## config.mk

```make
export PLATFORM = sky130hd
export DESIGN_NAME = pulse_logic_gate
export DESIGN_NICKNAME = d
export VERILOG_FILES = /design/src/rtl/pulse_logic_gate.sv
export SDC_FILE = /design/constraint.sdc
export NUM_CORES = 1
export LEC_CHECK = 0
export CAP_MARGIN = 10
export CORE_MARGIN = 1
export CORE_UTILIZATION = 46
export CTS_CLUSTER_SIZE = 14
export DETAILED_ROUTE_END_ITERATION = 6
export PLACE_DENSITY = 0.75
export SLEW_MARGIN = 20
export SYNTH_ARGS = -nofsm -noshare
export SYNTH_HDL_FRONTEND = slang
export SYNTH_SLANG_ARGS = --single-unit
export TNS_END_PERCENT = 20
```

## constraint.sdc

```tcl
create_clock -name clk -period 2.2 [get_ports clk]
set_input_delay 0.22 -clock clk [delete_from_list [all_inputs] [get_ports clk]]
set_output_delay 0.22 -clock clk [all_outputs]
set_load 0.01 [all_outputs]
```

## src/rtl/pulse_logic_gate.sv

```systemverilog
// Generic multi-input pulse gate.
//
// Data inputs and the evaluate input are toggle-encoded: every level change is one pulse.
// Pulses on the data inputs gather into a window. An evaluate pulse applies the selected rule
// (AND / OR / THRESH / XOR) to the gathered arrivals. When the rule holds and the window saw no
// duplicate arrival, out toggles DELAY cycles later. The gate also flags duplicate arrivals
// (err) and data pulses that land too soon after an evaluate (viol / viol_sticky).

module pulse_logic_gate #(
  parameter int unsigned N_IN        = 2,
  parameter int unsigned DELAY       = 3,
  parameter int unsigned HOLD_CYCLES = 2
) (
  input  logic                      clk,
  input  logic                      rst_n,
  input  logic [1:0]                mode,
  input  logic [$clog2(N_IN+1)-1:0] thresh,
  input  logic [N_IN-1:0]           in,
  input  logic                      eval,
  input  logic                      clr_err,
  output logic                      out,
  output logic                      fire,
  output logic [N_IN-1:0]           arrived,
  output logic                      err,
  output logic                      viol,
  output logic                      viol_sticky
);

  // Width of an arrival count; also the width of thresh.
  localparam int unsigned CW = $clog2(N_IN + 1);
  // Hold counter width; one bit is kept even when the hold check is disabled.
  localparam int unsigned HW = (HOLD_CYCLES > 0) ? $clog2(HOLD_CYCLES + 1) : 1;

  localparam logic [1:0] MODE_AND    = 2'd0;
  localparam logic [1:0] MODE_OR     = 2'd1;
  localparam logic [1:0] MODE_THRESH = 2'd2;
  localparam logic [1:0] MODE_XOR    = 2'd3;

  // Previous pin levels used for edge (pulse) detection.
  logic [N_IN-1:0]  in_q;
  logic             eval_q;
  // Cleared by reset. The first cycle after reset only captures the pin levels.
  logic             primed_q;

  // Window state.
  logic [N_IN-1:0]  arrived_q, arrived_d;
  logic             invalid_q, invalid_d;

  // Error and violation flags.
  logic             err_q, err_d;
  logic             viol_q, viol_d;
  logic             viol_sticky_q, viol_sticky_d;

  // Hold-window countdown.
  logic [HW-1:0]    hold_q, hold_d;

  // Delay line. Its last stage is the fire strobe.
  logic [DELAY-1:0] pipe_q, pipe_d;
  logic             out_q, out_d;

  // Combinational intermediates.
  logic [N_IN-1:0]  p_in;
  logic             p_ev;
  logic [N_IN-1:0]  dup;
  logic [CW-1:0]    cnt;
  logic             result;
  logic             inject;
  logic             hold_busy;

  // Number of set bits in an arrival vector.
  function automatic logic [CW-1:0] popcount(input logic [N_IN-1:0] v);
    logic [CW-1:0] acc;
    acc = '0;
    for (int i = 0; i < int'(N_IN); i++) begin
      acc = acc + CW'(v[i]);
    end
    return acc;
  endfunction

  // Pulse detection. All detection is suppressed until the pin levels have been captured once.
  always_comb begin
    p_in = '0;
    p_ev = 1'b0;
    if (primed_q) begin
      p_in = in ^ in_q;
      p_ev = eval ^ eval_q;
    end
  end

  // Rule evaluation on the window that closes with this evaluate.
  // Arrivals pulsing in the evaluate cycle belong to the next window, so they are not counted.
  always_comb begin
    cnt    = popcount(arrived_q);
    result = 1'b0;
    unique case (mode)
      MODE_AND:    result = (cnt == CW'(N_IN));
      MODE_OR:     result = (cnt != '0);
      MODE_THRESH: result = (cnt >= thresh);
      MODE_XOR:    result = cnt[0];
      default:     result = 1'b0;
    endcase
    inject = p_ev & result & ~invalid_q;
  end

  // Window bookkeeping. In an evaluate cycle the old window is discarded. Same-cycle arrivals
  // open the new window, so they can never be duplicates of the old one.
  always_comb begin
    dup       = '0;
    arrived_d = arrived_q;
    invalid_d = invalid_q;
    if (p_ev) begin
      arrived_d = p_in;
      invalid_d = 1'b0;
    end else begin
      dup       = p_in & arrived_q;
      arrived_d = arrived_q | p_in;
      invalid_d = invalid_q | (|dup);
    end
  end

  // Sticky duplicate-arrival error. A new duplicate in the same cycle beats clr_err.
  always_comb begin
    err_d = err_q;
    if (|dup) begin
      err_d = 1'b1;
    end else if (clr_err) begin
      err_d = 1'b0;
    end
  end

  // Hold window. The counter reloads on every evaluate and then counts down to zero.
  always_comb begin
    hold_busy = (hold_q != '0);
    hold_d    = hold_q;
    if (p_ev) begin
      hold_d = HW'(HOLD_CYCLES);
    end else if (hold_busy) begin
      hold_d = hold_q - HW'(1);
    end
  end

  // Hold violation: a data pulse in the evaluate cycle or while the window is still open.
  // The pulse is still accepted as an arrival.
  always_comb begin
    viol_d        = (HOLD_CYCLES != 0) && (|p_in) && (p_ev || hold_busy);
    viol_sticky_d = viol_sticky_q;
    if (viol_d) begin
      viol_sticky_d = 1'b1;
    end else if (clr_err) begin
      viol_sticky_d = 1'b0;
    end
  end

  // Delay line shift. With DELAY=1 the injected bit goes straight into the tail stage.
  if (DELAY == 1) begin : g_pipe_one
    assign pipe_d = inject;
  end else begin : g_pipe_many
    assign pipe_d = {pipe_q[DELAY-2:0], inject};
  end

  // out flips on the same edge that loads a 1 into the tail stage, so fire and the new out
  // level become visible in the same cycle.
  always_comb begin
    out_d = out_q ^ pipe_d[DELAY-1];
  end

  // Pin capture and priming.
  always_ff @(posedge clk or negedge rst_n) begin
    if (!rst_n) begin
      in_q     <= '0;
      eval_q   <= 1'b0;
      primed_q <= 1'b0;
    end else begin
      in_q     <= in;
      eval_q   <= eval;
      primed_q <= 1'b1;
    end
  end

  // Window, error and hold state.
  always_ff @(posedge clk or negedge rst_n) begin
    if (!rst_n) begin
      arrived_q     <= '0;
      invalid_q     <= 1'b0;
      err_q         <= 1'b0;
      viol_q        <= 1'b0;
      viol_sticky_q <= 1'b0;
      hold_q        <= '0;
    end else begin
      arrived_q     <= arrived_d;
      invalid_q     <= invalid_d;
      err_q         <= err_d;
      viol_q        <= viol_d;
      viol_sticky_q <= viol_sticky_d;
      hold_q        <= hold_d;
    end
  end

  // Output delay line. Reset drops any toggles still in flight.
  always_ff @(posedge clk or negedge rst_n) begin
    if (!rst_n) begin
      pipe_q <= '0;
      out_q  <= 1'b0;
    end else begin
      pipe_q <= pipe_d;
      out_q  <= out_d;
    end
  end

  assign out         = out_q;
  assign fire        = pipe_q[DELAY-1];
  assign arrived     = arrived_q;
  assign err         = err_q;
  assign viol        = viol_q;
  assign viol_sticky = viol_sticky_q;

endmodule

```

==> results of run 1 <==
[through the flow]
stage | hold WS [ns] | cells | util [%]
floorplan | -0.0756 | 59 | -
global placement | 0.333 | 90 | 64.6
detailed placement | 0.341 | 90 | 64.6
CTS | 0.361 | 93 | 66.3
global route | 0.371 | 93 | 66.3
finish | 0.348 | 93 | 66.3
[worst max-delay path, stage by stage, from the launching register on]
cell and delay [ns]:
dfrtp_1 0.42, inv_1 0.08, ha_1 0.30, inv_1 0.05
ha_1 0.26, o21ai_0 0.08, a311o_1 0.35, a211oi_1 0.20
[cells by family (layout without fill, tap and decap cells)]
| logic type | count (synthesis) | in the layout | share of synthesized area (%) |
|---|---|---|---|
| AOI/OAI and AO/OA | 11 | 11 | 13.4 |
| DFF | 16 | 16 | 57.8 |
| buffers and inverters | 9 | 28 | 4.87 |
| adders and majority gates | 6 | 6 | 10.8 |
| and+or+nand+nor | 11 | 11 | 6.32 |
| other | 1 | 1 | 0.541 |
| xor gates and xnor gates | 5 | 5 | 6.32 |
[cell usage in the layout, fill, tap and decap left out, types with 2 or more instances in the layout]
cell,Yosys,layout
clkdlybuf4s50_1,0,16
nand2_1,9,9
xor2_1,5,5
o21ai_0,2,2
ha_1,6,6
inv_1,9,9
clkbuf_4,0,3
dfrtp_1,16,16
[metal layers]
metal | up-vias | wire, um | part of all wire, % | track usage, %
met1 | 212 | 474 | 44 | 19.0
met5 | - | 0 | 0 | 0
li1 | 231 | - | - | -
met3 | 2 | 50 | 4.7 | 3.26
met4 | 0 | 11 | 1.0 | 12.5
met2 | 12 | 529 | 50 | 28.1
[flip-flops by register name (all words and copies together), names as in the netlist]
name,count
pipe_q,3
arrived,2
hold_q,2
in_q,2
err,1
eval_q,1
invalid_q,1
out,1
primed_q,1
viol,1
viol_sticky,1
[power groups by stage]
stage               sequential (mW)  combinational [mW]  clock, mW
finish                        0.393               0.265      0.148
global route                  0.405               0.301      0.163
CTS                           0.394               0.268      0.155
detailed placement            0.400               0.266          0
global placement              0.397               0.259          0
floorplan                     0.410               0.139          0
[final cells by class]
cell class,count,area [sq um]
fill,110,455
sequential,16,400
multi-input combinational,34,259
timing repair buffer,16,160
inverter,9,33.8
clock buffer,3,22.5
tap,15,18.8
[worst max-delay path by stage]
stage	startpoint	endpoint	slack [ns]	cells after the start
after floorplan	arrived[0]	pipe_q[0]	0.45	7
after global placement	arrived[0]	pipe_q[0]	0.46	7
after detailed placement	arrived[0]	pipe_q[0]	0.40	7
after CTS	arrived[0]	pipe_q[0]	0.38	7
after global routing	arrived[0]	pipe_q[0]	0.27	7
final	arrived[0]	pipe_q[0]	0.38	7
==> flow_summary_export.csv, run 1 <==
group,metric,value,unit
placement,pre_cts_ws,0.399,ns
worst_setup_path,end_kind,"flip-flop",
floorplanning,io_pins,17,
pwr,seq_power_share,48.8,%
finish,design_area,895,sq um
floorplanning,initial_core_util,51.3,%
pwr,switching_share,30.0,%
timing,fin_crit,1.82,ns
yosys,synthTopCellsByArea,"dfrtp_1 (58%), ha_1 (11%), xor2_1 (6.3%)",
timing,tns,0,ns
placement,hpwl,837,um
finish,n_antenna_cell,0,
global_routing,grt_pass1_wl,1.73,mm
worst_setup_path,path_class,"flip-flop to flip-flop",
timing,rsz0062_at_grt,"no",
yosys,async_flop_share,100,%
global_routing,antenna_found_initial,0,
yosys,syn_area_per_cell,11.7,sq um
placement,place_area,872,sq um
cts,clk_latency,0.28,ns
floorplanning,rows,13,
yosys,ys_ff_latch,16,
yosys,ys_seq_area_share,57.8,%
yosys,ys_types,18,
yosys,synth_fp_nets,75,
cts,ctsRootBufferMaster,"clkbuf_4",
timing,hold_viol,0,
outcome,outcome,"finished, final reports clean",
pwr,intPower,0.564,mW
pwr,peakVddDrop,489,uV
global_routing,grt.overflow.total,0,
yosys,synthTopCellsByCount,"dfrtp_1 (16), inv_1 (9), nand2_1 (9)",
yosys,yosysTopAreaCell,"dfrtp_1",
worst_setup_path,rr_startpoint,"arrived[0]",
floorplanning,die_area,0.00167,sq mm
worst_setup_path,cp_max_fo,5,
timing,fmax,549,MHz
placement,gp_congestion,0.797,
yosys,synth_warnings,0,
global_routing,grt_max_degree,17,
drt,dr.pass1.iters,2,
pwr,switching_power,0.241,mW
worst_setup_path,required,2.39,ns
finish,syn_to_final_growth,29.1,%
cts,post_cts_buffers,0,
cts,htree_levels,1,
worst_setup_path,crit_path_start_kind,"flip-flop",
pwr,total_power,0.806,mW
placement,portBuffers,16,
cts,cts.clk_slew.worst_paths,0.08,ns
yosys,synth.top_cell.area_share,57.8,%
drt,via_count,457,
worst_setup_path,worstPathArrival,2.01,ns
yosys,synth_top_flop_cell,"dfrtp_1",
cts,clockBufferDepth,2,
finish,nNetsFinal,96,
yosys,syn_area,693,sq um
drt,routed_via_density,4.91,
pwr,power_frac_comb,32.8,%
drt,drt-wirelength-per-cell,11.5,um
cts,cts_tree,"done",
yosys,synth-edff-count,0,
timing,clock_skew,0.00223,ns
yosys,post-synth-top-count-cell,"dfrtp_1",
cts,clock-sinks,16,
job,cap_violations,0,
global_routing,grt_pass1_vias,417,
cts,cts_made_buffers,3,
timing,worst_pin_slew,0.684,ns
timing,slew_violations,0,
pwr,leakagePower,0.446,nW
drt,wl,1.07,mm
cts,cts_hold_buffers,0,
timing,slew_headroom,54.2,%
drt,remaining_drc_errors,0,
timing,layout_setup_ws,0.379,ns
worst_setup_path,reg2reg_slack,0.38,ns
worst_setup_path,rr_worst_depth,7,
floorplanning,coreArea,0.00135,sq mm
pwr,power_density,901,mW/mm^2
hold_path,min_path_type,"input port to async pin",
timing,setup_viol,0,
finish,drive_above_1_share,7.69,%
yosys,synth_cells,59,
floorplanning,die_width,40.8,um
cts,ctsResizeCount,0,
drt,drtAntennaViolNets,0,
drt,drtIter0Drc,3,
global_routing,grtUsageTotal,16.9,%
worst_setup_path,reg2reg_to,"pipe_q[0]",
pwr,pwr-share-clk,18.3,%
timing,finalCritPeriodShare,82.8,%
floorplanning,die_y,40.8,um
Note: power is estimated with default switching activity, not from simulation.
==> run 2, diff against run 1 <==
==> constraint.sdc (replaced) <==
create_clock -name clk -period 1.75 [get_ports clk]
set_input_delay 0.175 -clock clk [delete_from_list [all_inputs] [get_ports clk]]
set_output_delay 0.175 -clock clk [all_outputs]
set_load 0.01 [all_outputs]
==> run 2 against run 1 <==
Largest cell class unchanged; combinational power rose by 62%; hold slack got worse by 0.15 ns; the run now ends with setup timing left; non-clock buffer count increased by 5; count of clock-buffer cells in the layout is 1 higher; wire length is 27% higher; maximum frequency is 3.5% higher; setup slack worse by 0.39 ns; total power is 44% higher; highest routed layer unchanged.
==> flow_summary_export.csv, run 2 (synthesized netlist as in run 1, its figures left out) <==
group,metric,value,unit
outcome,outcome,"complete, but fails checks",
outcome,violations,"setup timing",
finish,n_antenna_cell,0,
timing,fin_crit,1.76,ns
drt,drtAntennaViolNets,0,
floorplanning,coreArea,0.00135,sq mm
timing,rsz0062_at_grt,"yes",
worst_setup_path,cp.buffers_inverters,2,
placement,portBuffers,16,
worst_setup_path,path_depth,7,
pwr,total_power,1.16,mW
global_routing,grt_pass1_wl,2.03,mm
floorplanning,die_y,40.8,um
finish,largest_reg_flops,3,
pwr,peakVddDrop,705,uV
worst_setup_path,critPathMaxStageDelay,0.39,ns
worst_setup_path,path_class,"flip-flop to flip-flop",
finish,fin_cells,99,
placement,hpwl,879,um
finish,largest-register,"pipe_q",
floorplanning,rows,13,
drt,drtIter0Drc,5,
finish,multi_input_area,295,sq um
drt,wl,1.36,mm
cts,cts_hold_buffers,0,
pwr,power_density,1170,mW/mm^2
job,cap_violations,0,
cts,clock-sinks,16,
timing,fmax,568,MHz
global_routing,grt_max_degree,17,
cts,cts_made_buffers,3,
finish,nNetsFinal,101,
global_routing,grt_pass1_vias,488,
global_routing,grt.overflow.total,0,
drt,via_count,499,
timing,layout_setup_ws,-0.00943,ns
global_routing,grtUsageTotal,19.6,%
worst_setup_path,rr_startpoint,"arrived[0]",
timing,whs,0.203,ns
finish,syn_to_final_growth,43.0,%
worst_setup_path,rr_worst_depth,7,
cts,htree_levels,1,
worst_setup_path,path_cells,"inv_2, ha_4, inv_4, ha_4, o21ai_2, a311o_1, a211oi_2",
worst_setup_path,critPathMostFrequentCell,"ha_4",
floorplanning,initial_core_util,51.3,%
finish,layout_common_cells,"dfrtp_1 (16), clkdlybuf4s50_1 (15), nand2_1 (9), inv_1 (6), xor2_1 (5)",
timing,finalCritPeriodShare,101,%
drt,dr.pass1.iters,4,
hold_path,min_path_type,"input port to async pin",
timing,setup_viol,1,
global_routing,antenna_found_initial,0,
drt,drt-wirelength-per-cell,13.7,um
placement,gp_congestion,0.729,
placement,dp_cells,93,
finish,drive_above_1_share,23.8,%
worst_setup_path,crit_slowest_cell,"dfrtp_1",
cts,cts.clk_slew.worst_paths,0.10,ns
timing,slew_violations,0,
finish,ff_latch_area,400,sq um
worst_setup_path,reg2reg_to,"pipe_q[0]",
cts,ctsRootBufferMaster,"clkbuf_4",
floorplanning,io_pins,17,
floorplanning,die_area,0.00167,sq mm
drt,remaining_drc_errors,0,
worst_setup_path,end_kind,"flip-flop",
placement,place_area,895,sq um
worst_setup_path,worstPathArrival,1.96,ns
floorplanning,die_width,40.8,um
worst_setup_path,required,1.95,ns
timing,hold_viol,0,
worst_setup_path,cp_top_family,"compound AO/OA/AOI/OAI gates",
worst_setup_path,crit_path_start_kind,"flip-flop",
pwr,leakagePower,0.482,nW
finish,fillers,88,
finish,final_common_cell,"dfrtp_1",
timing,tns,-0.00943,ns
cts,cts_tree,"done",
drt,routed_via_density,5.04,
timing,clock_skew,0.00310,ns
finish,design_area,991,sq um
cts,clk_latency,0.28,ns
worst_setup_path,cp_max_fo,2,
cts,clockBufferDepth,2,
worst_setup_path,reg2reg_slack,-0.009,ns
## run 2: worst max path at each step
stage / from / to / slack [ns]
2_1_floorplan: arrived[0] / pipe_q[0] / 0.001
3_3_place_gp: arrived[0] / pipe_q[0] / 0.07
3_5_place_dp: arrived[0] / pipe_q[0] / -0.02
4_1_cts: arrived[1] / pipe_q[0] / 0.01
5_1_grt: arrived[1] / pipe_q[0] / -0.09
6_report: arrived[0] / pipe_q[0] / -0.009
## run 2: through the flow
stage	util [%]	setup slack (ns)
CTS	69.9	0.0102
finish	73.4	-0.00943
global placement	66.3	0.0691
floorplan	-	0.00122
global route	73.4	-0.0907
detailed placement	66.3	-0.0163
## run 2: layout make-up
| cell class | instances | area share [%] |
|---|---|---|
| Sequential cell | 16 | 40.4 |
| Clock buffer | 4 | 3.66 |
| Inverter | 9 | 3.66 |
| Multi-Input combinational cell | 34 | 29.8 |
| Timing Repair Buffer | 21 | 20.6 |
| Tap cell | 15 | 1.89 |
## run 2: what timing repair did
item	in CTS	in global routing
setup buffers	1	1
endpoints found under the setup margin	1	1
resized for setup	1	11
pin swaps	1	6
## run 2: layer usage
metal | global-route usage [%] | wire [um] | vias to the layer above | part of all wire (%)
met5 | 0 | 0 | - | 0
met4 | 7.50 | 6 | 0 | 0.44
met3 | 4.89 | 40 | 2 | 2.9
met2 | 37.1 | 700 | 16 | 52
met1 | 20.2 | 610 | 242 | 45
li1 | - | - | 239 | -
## run 2: power breakdown
group / leakage [nW] / total, mW / switching, mW / internal (mW)
combinational: 0.268 / 0.428 / 0.195 / 0.234
sequential: 0.194 / 0.491 / 0.0439 / 0.447
clock: 0.0210 / 0.240 / 0.114 / 0.126
